### src/rtl/cpu15_seq_pkg.sv
// Shared definitions for the cpu15 phase sequencer: state encodings, default widths
// and the opcodes the sequencer cares about.
package cpu15_seq_pkg;

    localparam int STATE_W       = 3;
    localparam int DEF_PC_WIDTH  = 8;
    localparam int DEF_CNT_WIDTH = 16;

    typedef enum logic [STATE_W-1:0] {
        ST_IDLE   = 3'd0,
        ST_FETCH  = 3'd1,
        ST_DECODE = 3'd2,
        ST_EXEC   = 3'd3,
        ST_WB     = 3'd4,
        ST_HALT   = 3'd5,
        ST_PAUSE  = 3'd6
    } seq_state_e;

    localparam logic [3:0] OP_HLT = 4'b1111;
    localparam logic [3:0] OP_JMP = 4'b1100;
    localparam logic [3:0] OP_JE  = 4'b1011;

endpackage

### src/rtl/seq_sat_counter.sv
// Saturating up-counter with synchronous clear; clear wins over increment.
module seq_sat_counter #(
    parameter int CNT_WIDTH = 16
) (
    input  logic                 clk_i,
    input  logic                 clr_i,
    input  logic                 inc_i,
    output logic [CNT_WIDTH-1:0] count_o
);

    logic [CNT_WIDTH-1:0] count_q;
    logic [CNT_WIDTH-1:0] count_d;

    always_comb begin
        count_d = count_q;
        if (inc_i && (count_q != {CNT_WIDTH{1'b1}})) begin
            count_d = count_q + {{(CNT_WIDTH-1){1'b0}}, 1'b1};
        end
    end

    always_ff @(posedge clk_i) begin
        if (clr_i) begin
            count_q <= '0;
        end else begin
            count_q <= count_d;
        end
    end

    assign count_o = count_q;

endmodule

### src/rtl/cpu_phase_sequencer.sv
// cpu15 phase sequencer: steps instructions through FETCH/DECODE/EXEC/WB with one-hot enables.
// Optional single-step support (STEP_MODE/STEP ports, PAUSE state) with SINGLE_STEP_EN.
module cpu_phase_sequencer
    import cpu15_seq_pkg::*;
#(
    parameter int PC_WIDTH  = DEF_PC_WIDTH,
    parameter int CNT_WIDTH = DEF_CNT_WIDTH
) (
    input  logic                 CLK,
    input  logic                 RESET,
    input  logic                 START,
    input  logic                 STOP,
    input  logic                 HLT_DET,
    input  logic                 JUMP_TAKEN,
    input  logic [PC_WIDTH-1:0]  JUMP_ADDR,
`ifdef SINGLE_STEP_EN
    input  logic                 STEP_MODE,
    input  logic                 STEP,
`endif
    output logic                 EN_FT,
    output logic                 EN_DC,
    output logic                 EN_EX,
    output logic                 EN_WB,
    output logic [PC_WIDTH-1:0]  P_COUNT,
    output logic                 HALTED,
    output logic [STATE_W-1:0]   STATE,
    output logic [CNT_WIDTH-1:0] INSN_COUNT
);

    seq_state_e          state_q, state_d;
    logic [PC_WIDTH-1:0] pc_q, pc_d;
    logic                jmp_q, jmp_d;
    logic [PC_WIDTH-1:0] jaddr_q, jaddr_d;
    logic [3:0]          en_q, en_d;
    logic                halted_q, halted_d;
    logic                retire;

    always_comb begin
        state_d = state_q;
        pc_d    = pc_q;
        jmp_d   = jmp_q;
        jaddr_d = jaddr_q;
        retire  = 1'b0;
        unique case (state_q)
            ST_IDLE:   if (START) state_d = ST_FETCH;
            ST_FETCH:  state_d = ST_DECODE;
            ST_DECODE: begin
                if (HLT_DET) begin
                    state_d = ST_HALT;
                    retire  = 1'b1;
                end else begin
                    state_d = ST_EXEC;
                end
            end
            ST_EXEC: begin
                jmp_d   = JUMP_TAKEN;
                jaddr_d = JUMP_ADDR;
                state_d = ST_WB;
            end
            ST_WB: begin
                pc_d   = jmp_q ? jaddr_q : pc_q + {{(PC_WIDTH-1){1'b0}}, 1'b1};
                jmp_d  = 1'b0;
                retire = 1'b1;
                if (STOP) begin
                    state_d = ST_IDLE;
`ifdef SINGLE_STEP_EN
                end else if (STEP_MODE) begin
                    state_d = ST_PAUSE;
`endif
                end else begin
                    state_d = ST_FETCH;
                end
            end
            ST_HALT: begin
                if (START) begin
                    pc_d    = '0;
                    state_d = ST_FETCH;
                end
            end
`ifdef SINGLE_STEP_EN
            // Leaving step mode while paused behaves like an implicit STEP.
            ST_PAUSE: begin
                if (STOP) begin
                    state_d = ST_IDLE;
                end else if (STEP || !STEP_MODE) begin
                    state_d = ST_FETCH;
                end
            end
`endif
            default: state_d = ST_IDLE;
        endcase
        en_d     = {state_d == ST_WB, state_d == ST_EXEC, state_d == ST_DECODE, state_d == ST_FETCH};
        halted_d = (state_d == ST_HALT);
    end

    always_ff @(posedge CLK) begin
        if (RESET) begin
            state_q  <= ST_IDLE;
            pc_q     <= '0;
            jmp_q    <= 1'b0;
            jaddr_q  <= '0;
            en_q     <= '0;
            halted_q <= 1'b0;
        end else begin
            state_q  <= state_d;
            pc_q     <= pc_d;
            jmp_q    <= jmp_d;
            jaddr_q  <= jaddr_d;
            en_q     <= en_d;
            halted_q <= halted_d;
        end
    end

    seq_sat_counter #(.CNT_WIDTH(CNT_WIDTH)) u_insn_cnt (
        .clk_i   (CLK),
        .clr_i   (RESET),
        .inc_i   (retire),
        .count_o (INSN_COUNT)
    );

    assign EN_FT   = en_q[0];
    assign EN_DC   = en_q[1];
    assign EN_EX   = en_q[2];
    assign EN_WB   = en_q[3];
    assign P_COUNT = pc_q;
    assign HALTED  = halted_q;
    assign STATE   = state_q;

endmodule

### config.mk
export PLATFORM = sky130hd
export DESIGN_NAME = cpu_phase_sequencer
export DESIGN_NICKNAME = d
export VERILOG_FILES = /design/src/rtl/cpu15_seq_pkg.sv /design/src/rtl/seq_sat_counter.sv /design/src/rtl/cpu_phase_sequencer.sv
export SDC_FILE = /design/constraint.sdc
export NUM_CORES = 1
export LEC_CHECK = 0
export ABC_AREA = 1
export BUFFER_PORTS_ARGS = -buffer_cell sky130_fd_sc_hd__buf_2
export CAP_MARGIN = 10
export CORE_AREA = 8 8 72 74
export CTS_CLUSTER_SIZE = 40
export DETAILED_ROUTE_END_ITERATION = 16
export DIE_AREA = 0 0 80 82
export GPL_TIMING_DRIVEN = 0
export PLACE_DENSITY = 0.75
export SKIP_LAST_GASP = 1
export SYNTH_ARGS = -nofsm -noshare
export SYNTH_HDL_FRONTEND = slang
export SYNTH_SLANG_ARGS = --single-unit
### constraint.sdc
create_clock -name CLK -period 1.8 [get_ports CLK]
set_clock_uncertainty 0.1 [all_clocks]
set_input_delay 0.18 -clock CLK [delete_from_list [all_inputs] [get_ports CLK]]
set_output_delay 0.18 -clock CLK [all_outputs]
set_load 0.02 [all_outputs]
==> metrics.txt <==
Final Slew Violations=0; Net Sw Frac=between 20% and 30%; CTS tree=yes; metal2 WL=2230 µm; largest net degree at the start of global routing=12; top cells by count, synth=nand2_1, nor2_1, dfxtp_1; Post-CTS Setup Repair Bufs=0; routed wire length=a little under 5000 µm; # nets final=370; Slew @ Worst Pin=about 0.55 ns; met3 WL=about 350 µm; H-Tree Depth=2; GR Util All Layers=about 16%; Pleak=1.08 nW; Distinct cells, synth=26; Longest Clk Path Bufs=2; Slowest Stage Delay on Critical Path=about 0.37 ns; worst min path class=in -> reg; WS Path Type=reg -> reg; Hold Crit Start=JUMP_ADDR[1]; proportion of layout cells with a drive suffix above 1=approximately a fifth; Max Used Layer=met4; RePlAce Congestion=approximately 0.9; Syn Nets=between 300 and 400; Logic pwr share=about 16%; Max IR drop VDD=approximately 0.00056 V; core area=between 4000 and 5000 µm²; syn_area_per_cell=6.77 µm²; sequential fraction of the synthesis area=between 40% and 50%; Synth area leaders=dfxtp_1, nand2_1, nor2_1; gr ovfl total=0; Yosys warnings=0; cell-internal power=about 1.4 mW; crit end category=flop; vias per cell=slightly above 5; Die ar.=between 6000 and 7000 µm²; CP max FO=10; final instance area=2450 µm²; CP max stage cell=dfxtp_4; fin crit share=between 90 and 100%; Post-DRT Antenna Nets=0; CTS root buf=clkbuf_8; CP startpoint=u_insn_cnt.count_o[0]; routed length on met1=2230 µm; initial antenna violation count=0; status=completed; Antenna Cells=0; Min Hold Slack=between 0.01 and 0.015 ns; Initial Utilization=between 40% and 50%; switching pwr=537 µW; Max-slew headroom=roughly 63%; initial drt markers=98; Reg clk slew, reported paths=0.07 ns; placement-stage cell area=between 2000 and 2500 µm²; critical path required time=~1.9 ns; Main synth FF type=dfxtp_1; Final Hold Fails=0; Vias=2041; Residual DRC=0; critical-path cell list=ha_2 > nand2_1 > nor2_2 > nand2_2 > nor2_4 > inv_2 > nand2_2 > buf_6 > nand2_1 > a21oi_1; Final Power=approximately 1.9 mW; fmax=~600 MHz; Num CTS Buffers=5; post-synth top area share=between 40% and 50%; Synth async-reset ratio=0%; leading area contributor after synthesis=dfxtp_1; DRT Pass-1 Iters=4; maxcap violations=0; die width=about 80 µm; EDFF count, synth=0; first-pass GRT wire length=8310 µm; clock network fraction of total power=~32%; Yosys reg bits=between 40 and 50; DIE HEIGHT=82 µm; Final HPWL DP=approximately 3500 µm; PwrDens=771 nW/µm²; Data arrival, critical path=~1.8 ns; fin crit period=between 1.5 and 2 ns; CP top delay family=simple AND/OR/NAND/NOR gates; Setup Viol. Count Final=0; critical path launch point type=flop; Worst-Skew Late Latency=0.29 ns; Mapped Cells=~300; clock sinks=41; vias in the first global route=between 1.5k and 2k; area delta synth->final=19.9%; cell area after synthesis=about 2000 µm²; Sequential Power Share=slightly above 50%; row count=24; setup TNS=0 ns; crit path buf inv count=2; RSZ-0062 raised after global routing=true; I/O pins=46; Port Buffers=44; worst r2r src=u_insn_cnt.count_o[0]; count leader, synth=nand2_1; routed length per instance=12.0 µm
## worst register-to-register path: cells and delay by family (launching register included)
kind / cells / cell delay (ns)
flops: 1 / 0.37
compound gates: 1 / 0.12
simple gates: 6 / 0.59
fa+ha+maj: 1 / 0.19
buf+inv: 2 / 0.20
## power by group through the flow
stage,logic [mW],clock network [mW],registers [mW]
after floorplan,0.171,0,1.03
after global placement,0.291,0,0.998
after detailed placement,0.294,0,0.999
after CTS,0.296,0.628,0.979
after global routing,0.338,0.654,0.990
final,0.300,0.609,0.983
## registers in the layout (all words and copies together) (netlist names)
signal / flops
jaddr_q: 8
en_q: 4
HALTED: 1
STATE: 3
P_COUNT: 8
u_insn_cnt.count_o: 16
jmp_q: 1
## layout by cell type, fill, tap and decap left out, types with 2 or more instances in the layout
cell and n:
clkbuf_1 6, clkbuf_8 6, nand2_2 3, buf_2 45, nor3_1 2, inv_2 4, a21oi_1 31, buf_6 2
xor2_1 5, nand4_1 8, nor2_2 2, nand3_1 20, dfxtp_1 38, dfxtp_2 2, inv_1 30, nand2_1 75
o21ai_0 18, xnor2_1 4, nor2_4 2, nor2_1 40
## final timing paths
path                                end  slack, ns  cells after the start
hold / removal               jaddr_q[1]       0.01                      3
hold reg to reg              jaddr_q[6]       0.36                      2
setup reg to reg  u_insn_cnt.count_o[4]       0.16                     10
setup / recovery  u_insn_cnt.count_o[4]       0.16                     10
## repair_timing
action	CTS	global route
resized for setup	1	10
hold buffers	1	0
hold endpoints to repair	1	0
pin swaps	0	2
setup endpoints to repair	9	14
## per-stage QoR
| stage | worst slack [ns] | util, % | instances |
|---|---|---|---|
| 2_1_floorplan | 0.0467 | - | 302 |
| 3_3_place_gp | -0.00518 | 56.3 | 398 |
| 3_5_place_dp | -0.0228 | 56.3 | 398 |
| 4_1_cts | 0.00235 | 58.6 | 406 |
| 5_1_grt | 0.00185 | 59.2 | 406 |
| 6_report | 0.158 | 59.2 | 406 |
## final cells by class
type                            instances  area (µm²)
Timing Repair Buffer                   45         230
Clock buffer                            7        86.3
Multi-Input combinational cell        219        1070
Tap cell                               52        65.1
Buffer                                  8        46.3
Sequential cell                        41         827
Inverter                               34         128
Fill cell                             414        1690
## routing by layer
metal	vias to the layer above	global-route usage, %
met4	0	5.64
met2	50	26.6
met3	5	5.58
met1	914	17.4
met5	-	0
li1	1072	-
## logic make-up (layout without fill, tap and decap cells)
| group | Yosys count | after routing | synth area share (%) |
|---|---|---|---|
| adder cells (fa/ha/maj) | 2 | 2 | 1.22 |
| buffers and inverters | 42 | 94 | 8.32 |
| AND/OR/NAND/NOR | 156 | 156 | 33.2 |
| flip-flops | 41 | 41 | 40.1 |
| XOR/XNOR | 9 | 9 | 3.85 |
| AO/OA/AOI/OAI | 52 | 52 | 13.3 |
(Power assumes the default switching activity.)
